<file path="config.mk">
export PLATFORM = sky130hd
export DESIGN_NAME = regfile_sb_flat
export DESIGN_NICKNAME = d
export VERILOG_FILES = /design/src/rtl/regfile_sb_pkg.sv /design/src/rtl/regfile_sb_if.sv /design/src/rtl/regfile_sb_scoreboard.sv /design/src/rtl/regfile_sb.sv /design/src/flat_wrapper.sv
export SDC_FILE = /design/constraint.sdc
export NUM_CORES = 2
export LEC_CHECK = 0
export BUFFER_PORTS_ARGS = -buffer_cell sky130_fd_sc_hd__buf_4
export CORE_MARGIN = 3
export CORE_UTILIZATION = 63
export CTS_CLUSTER_DIAMETER = 200
export DETAILED_ROUTE_END_ITERATION = 10
export PLACE_DENSITY_LB_ADDON = 0.15
export SETUP_SLACK_MARGIN = 0.1
export SYNTH_ARGS = -nofsm -noshare
export SYNTH_HDL_FRONTEND = slang
export SYNTH_SLANG_ARGS = --single-unit
</file>
<file path="constraint.sdc">
create_clock -name clk -period 5.8 [get_ports clk]
set_input_delay 0.58 -clock clk [delete_from_list [all_inputs] [get_ports clk]]
set_output_delay 0.58 -clock clk [all_outputs]
set_load 0.02 [all_outputs]
</file>
<file path="src/rtl/regfile_sb_pkg.sv">
// Shared register-file sizing for the regfile and decode.
// Holds the size defaults, the hardwired-zero register index and the address-width derivation.
package regfile_sb_pkg;

   localparam int unsigned XLEN_DEF  = 32;
   localparam int unsigned NREGS_DEF = 32;
   localparam int unsigned NRD_DEF   = 2;
   localparam int unsigned REG0      = 0;

   // Decode derives its register-specifier width from this same function.
   function automatic int unsigned addr_width(input int unsigned nregs);
      return $clog2(nregs);
   endfunction

endpackage

</file>
<file path="src/rtl/regfile_sb_if.sv">
// Decode/writeback-facing bus of the register file.
// The master drives reads, reserves and writebacks; the slave is the register file.
interface regfile_sb_if
   import regfile_sb_pkg::*;
#(
   parameter int unsigned XLEN  = XLEN_DEF,
   parameter int unsigned NREGS = NREGS_DEF,
   parameter int unsigned NRD   = NRD_DEF
);
   localparam int unsigned AW = addr_width(NREGS);

   logic [NRD-1:0]      rd_en;
   logic [NRD*AW-1:0]   rd_addr;
   logic [NRD*XLEN-1:0] rd_data;
   logic [NRD-1:0]      rd_valid;
   logic                rsv_en;
   logic [AW-1:0]       rsv_addr;
   logic                wr_en;
   logic [AW-1:0]       wr_addr;
   logic [XLEN-1:0]     wr_data;
   logic [NREGS-1:0]    busy_vec;

   modport master (
      output rd_en, rd_addr, rsv_en, rsv_addr, wr_en, wr_addr, wr_data,
      input  rd_data, rd_valid, busy_vec
   );

   modport slave (
      input  rd_en, rd_addr, rsv_en, rsv_addr, wr_en, wr_addr, wr_data,
      output rd_data, rd_valid, busy_vec
   );

endinterface

</file>
<file path="src/rtl/regfile_sb_scoreboard.sv">
// Per-register busy bits: set by reserve, cleared by writeback.
// When both hit the same register, the reserve wins because a new producer is pending.
module regfile_scoreboard
   import regfile_sb_pkg::*;
#(
   parameter int unsigned NREGS = NREGS_DEF,
   localparam int unsigned AW   = addr_width(NREGS)
) (
   input  logic             clk,
   input  logic             reset,
   input  logic             rsv_en_i,
   input  logic [AW-1:0]    rsv_addr_i,
   input  logic             wr_en_i,
   input  logic [AW-1:0]    wr_addr_i,
   output logic [NREGS-1:0] busy_o
);
   localparam logic [AW-1:0] ADDR0 = AW'(REG0);

   logic [NREGS-1:0] busy_d, busy_q;

   // NOTE: combinational next-state uses blocking '=' and assigns a default first, so no latch is inferred.
   always_comb begin
      busy_d = busy_q;
      if (wr_en_i && wr_addr_i != ADDR0)   busy_d[wr_addr_i]  = 1'b0;
      if (rsv_en_i && rsv_addr_i != ADDR0) busy_d[rsv_addr_i] = 1'b1;
      busy_d[REG0] = 1'b0;
   end

   // NOTE: state registers use non-blocking '<=' so every flop samples pre-edge values.
   always_ff @(posedge clk) begin
      if (reset) busy_q <= '0;
      else       busy_q <= busy_d;
   end

   assign busy_o = busy_q;

endmodule

</file>
<file path="src/rtl/regfile_sb.sv">
// Multi-port integer register file with busy scoreboard and write->read bypass.
// Reads take one cycle; rd_valid is low while the addressed register awaits its producer.
module regfile_sb
   import regfile_sb_pkg::*;
#(
   parameter int unsigned XLEN  = XLEN_DEF,
   parameter int unsigned NREGS = NREGS_DEF,
   parameter int unsigned NRD   = NRD_DEF
) (
   input  logic      clk,
   input  logic      reset,
   regfile_sb_if.slave bus
);
   localparam int unsigned   AW    = addr_width(NREGS);
   localparam logic [AW-1:0] ADDR0 = AW'(REG0);

   logic [XLEN-1:0]  mem_q [NREGS];
   logic [NREGS-1:0] busy;

   regfile_scoreboard #(.NREGS(NREGS)) u_scoreboard (
      .clk        (clk),
      .reset      (reset),
      .rsv_en_i   (bus.rsv_en),
      .rsv_addr_i (bus.rsv_addr),
      .wr_en_i    (bus.wr_en),
      .wr_addr_i  (bus.wr_addr),
      .busy_o     (busy)
   );

   assign bus.busy_vec = busy;

   // NOTE: the storage array is reset because a mid-run reset must discard all register contents.
   always_ff @(posedge clk) begin
      if (reset) begin
         for (int i = 0; i < int'(NREGS); i++) mem_q[i] <= '0;
      end else if (bus.wr_en && bus.wr_addr != ADDR0) begin
         mem_q[bus.wr_addr] <= bus.wr_data;
      end
   end

   for (genvar p = 0; p < int'(NRD); p++) begin : g_port
      logic [AW-1:0]   addr;
      logic            wr_hit;
      logic [XLEN-1:0] data_d, data_q;
      logic            valid_d, valid_q;

      assign addr = bus.rd_addr[p*AW +: AW];

      // A same-cycle writeback both forwards its data and makes the operand ready.
      always_comb begin
         wr_hit  = bus.wr_en && (bus.wr_addr == addr);
         data_d  = mem_q[addr];
         valid_d = ~busy[addr];
         if (wr_hit) begin
            data_d  = bus.wr_data;
            valid_d = 1'b1;
         end
         if (addr == ADDR0) begin
            data_d  = '0;
            valid_d = 1'b1;
         end
      end

      always_ff @(posedge clk) begin
         if (reset) begin
            data_q  <= '0;
            valid_q <= 1'b0;
         end else if (bus.rd_en[p]) begin
            data_q  <= data_d;
            valid_q <= valid_d;
         end
      end

      assign bus.rd_data[p*XLEN +: XLEN] = data_q;
      assign bus.rd_valid[p]             = valid_q;
   end

endmodule
</file>
<file path="src/flat_wrapper.sv">
// flat-port wrapper written by rule: the top's interface ports become plain ports
module regfile_sb_flat import regfile_sb_pkg::*;
#(
   parameter int unsigned XLEN  = XLEN_DEF,
   parameter int unsigned NREGS = NREGS_DEF,
   parameter int unsigned NRD   = NRD_DEF
)
  (clk, reset, bus_rd_en, bus_rd_addr, bus_rsv_en, bus_rsv_addr, bus_wr_en, bus_wr_addr, bus_wr_data, bus_rd_data, bus_rd_valid, bus_busy_vec);
  regfile_sb_if #(.XLEN(XLEN), .NREGS(NREGS), .NRD(NRD)) bus_i ();
  input  logic clk;
  input  logic reset;
  input wire logic [$bits(bus_i.rd_en)-1:0] bus_rd_en;
  input wire logic [$bits(bus_i.rd_addr)-1:0] bus_rd_addr;
  input wire logic [$bits(bus_i.rsv_en)-1:0] bus_rsv_en;
  input wire logic [$bits(bus_i.rsv_addr)-1:0] bus_rsv_addr;
  input wire logic [$bits(bus_i.wr_en)-1:0] bus_wr_en;
  input wire logic [$bits(bus_i.wr_addr)-1:0] bus_wr_addr;
  input wire logic [$bits(bus_i.wr_data)-1:0] bus_wr_data;
  output wire logic [$bits(bus_i.rd_data)-1:0] bus_rd_data;
  output wire logic [$bits(bus_i.rd_valid)-1:0] bus_rd_valid;
  output wire logic [$bits(bus_i.busy_vec)-1:0] bus_busy_vec;
  assign bus_i.rd_en = bus_rd_en;
  assign bus_i.rd_addr = bus_rd_addr;
  assign bus_i.rsv_en = bus_rsv_en;
  assign bus_i.rsv_addr = bus_rsv_addr;
  assign bus_i.wr_en = bus_wr_en;
  assign bus_i.wr_addr = bus_wr_addr;
  assign bus_i.wr_data = bus_wr_data;
  assign bus_rd_data = bus_i.rd_data;
  assign bus_rd_valid = bus_i.rd_valid;
  assign bus_busy_vec = bus_i.busy_vec;
  regfile_sb #(.XLEN(XLEN), .NREGS(NREGS), .NRD(NRD)) u_core (.clk(clk), .reset(reset), .bus(bus_i));
endmodule
</file>
==> impl_results.md <==
* Run status: completed
* CTS Buffer Depth at 3
* CP bufs+invs at 2
* Wl on met1 at 65400 um
* Final Core Density at 70.6%
* Dominant cell type by area after synthesis: edfxtp_1
* Area grow syn2layout at 10.4%
* Area share of the largest cell type after synthesis at 53.0%
* Synth area leaders: edfxtp_1, mux4_2, and2_1
* Most common cell in the netlist: edfxtp_1
* Reg power frac at 49.6%
* Core area at 90700 sq um
* Number of synthesized flops with an enable pin at 1024
* Final min period at 3220 ps
* Pwr Density at 302 nW/um^2
* Root buf cell: clkbuf_16
* Critical path class: input pin to flip-flop
* Width of the die at 309 um
* Cells along the critical path: buf_4, inv_4, or2_2, o22ai_1, nor4_1, a221o_1
* Fmax at 0.311 GHz
* Met2 wire length at 91400 um
* Cts repair resizes at 0
* Gate power share at 12.0%
* Number of DRC markers in iteration 0 at 7724
* RSZ-0062 raised after global routing: no
* Detailed-route DRC error count at 0
* Worst hold slack at 180 ps
* Most frequent cells after synthesis: edfxtp_1, and2_1, mux4_2
* Final ANT Viol Nets at 0
* Least-Margin Pin Slew at 1430 ps
* MaxCap Viol Count at 0
* Number of global-route vias before repair at 39200
* Internal power at 14500 uW
* CTS Hold Bufs at 0
* Initial antenna violation count at 19
* VDD IR-drop max at 0.000275 V
* Post-route insts no fill at 5118
* Setup violations, final at 0
* CTS sink cnt at 1121
* Async SR Flop Fraction at 0%
* Top Ports at 156
* Routability cong. at 0.967
* Lkg Pwr at 0.0221 uW
* Ys flop type: edfxtp_1
* GRT Total Usage at 42.5%
* Detailed-route via count at 39200
* Drt pass-1 iters at 9
* WP data arrival at 3880 ps
* Skew final at 15.7 ps
* Required @ worst endpoint at 6460 ps
* Layout cells sized above 1 at 28.7%
* Rows at 110
* Ys Warns at 0
* Reg clk slew, reported paths at 60 ps
* Net Sw Frac at 25.1%
* Power share of the clock group at 38.4%
* Cell area after synthesis at 58000 sq um
* Part of the cycle the worst path needs at 55.5%
* IO buf count at 154
* Hpwl dp at 120000 um
* CTS tree: yes
* Slowest CP cell: or2_2
* TritonCTS buffer count at 116
* #FFs+latches synth at 1121
* CP endpoint kind: flip-flop
* Post-Place Cells at 4883
* Max_slew headroom at 4.39%
* Setup TNS at 0 ps
* Register area share after synthesis at 56.4%
* Nets at 3883
* Mapped Cells at 3812
* Fin. Hold Viols at 0
* Clock Latency Late Sink at 720 ps
* GRT overflow at 0
* NetSw at 4850 uW
* Met3 wire length at 30600 um
* Final wirelength at 201000 um
* Slowest Stage Delay on Critical Path at 1210 ps
* Vias per cell at 7.66
* H-Tree Depth at 3
* First-pass GRT wire length at 282000 um
* DIE AREA at 95800 sq um
* Die Ht at 309 um
* Setup repair bufs after CTS at 0
* Cell variety after synth at 64
* Mean area per synthesized cell at 15.2 sq um
* Final Max Tran Viols at 0
* Hold crit path type: input pin to flip-flop
* Highest metal used: met5
* Startpoint Class: input pin
* Critical path peak fanout at 43
* Starting Density at 64.0%
* Largest net degree at the start of global routing at 95
* Top delay family on crit path: simple AND/OR/NAND/NOR gates
* DR WL/cell at 39.3 um
[layer usage]
metal	vias up	track usage (%)
met5	-	0
met4	16	24.1
met3	874	13.7
met2	3696	63.7
met1	19800	55.7
li1	14800	-
[state kept, by name, summed over array words and instances (netlist names)]
name                        flops
u_core.mem_q                 1024
u_core.u_scoreboard.busy_o     31
u_core.g_port.data_q           64
u_core.g_port.valid_q           2
[power by group through the flow]
stage | registers [uW] | clock network, uW | logic [uW]
detailed placement | 9730 | 0 | 2240
global placement | 9680 | 0 | 2210
finish | 9590 | 7420 | 2310
global route | 9620 | 7710 | 2360
CTS | 9570 | 7400 | 2250
floorplan | 9650 | 0 | 1400
[placed cells by master (no fill, tap or decap), types with 7 or more instances in the layout]
master,instances
and2_1,995
bufinv_16,8
clkinv_1,24
conb_1,33
a221o_1,31
a21oi_1,7
nor4_1,30
nand2_2,26
nor2b_1,7
buf_4,254
nand3_1,10
dfxtp_1,97
mux4_2,552
a222oi_1,32
clkbuf_8,10
inv_1,64
diode_2,15
nand2_1,76
o21ai_0,14
clkbuf_1,38
buf_12,8
nor3_1,11
edfxtp_1,1024
nor3_2,8
a22oi_1,67
mux2i_1,21
nor2_1,22
nand2b_1,9
mux2_2,64
clkbuf_16,118
nor2_4,16
clkinv_2,17
o21ai_1,32
o22ai_1,102
[through the flow]
step / area (sq um) / power [uW] / setup slack (ps)
after floorplan: 58100 / 11100 / 1510
after global placement: 60300 / 11900 / 2020
after detailed placement: 60300 / 12000 / 2050
after CTS: 64000 / 19200 / 2760
after global routing: 64000 / 19700 / 2610
final: 64000 / 19300 / 2580
[cell type report]
type	instances	area, sq um
fillers	5845	26700
clock inverters	54	485
repair buffers	266	2130
inverters	68	258
diodes	15	37.5
clock buffers	166	3230
flip-flops and latches	1121	32700
multi-input cells	2252	23700
well taps	1176	1470
[cell families after synthesis]
family / share of synthesized area [%]
flops: 56.4
buf+inv: 3.55
xor+xnor: 0.106
other cells: 0.00646
mux: 23.0
compound gates: 4.12
simple gates: 12.8
[worst paths after layout]
| check | startpoint | endpoint | slack [ps] | cells after the start |
|---|---|---|---|---|
| max | bus_rd_addr[6] | u_core.g_port[1].data_q[27] | 2580 | 6 |
| min | bus_rd_en[1] | u_core.g_port[1].valid_q | 180 | 2 |
| max reg2reg | u_core.mem_q[3][30] | u_core.g_port[1].data_q[30] | 3630 | 5 |
| min reg2reg | u_core.g_port[1].data_q[22] | u_core.g_port[1].data_q[22] | 490 | 1 |
(Power assumes the default switching activity.)
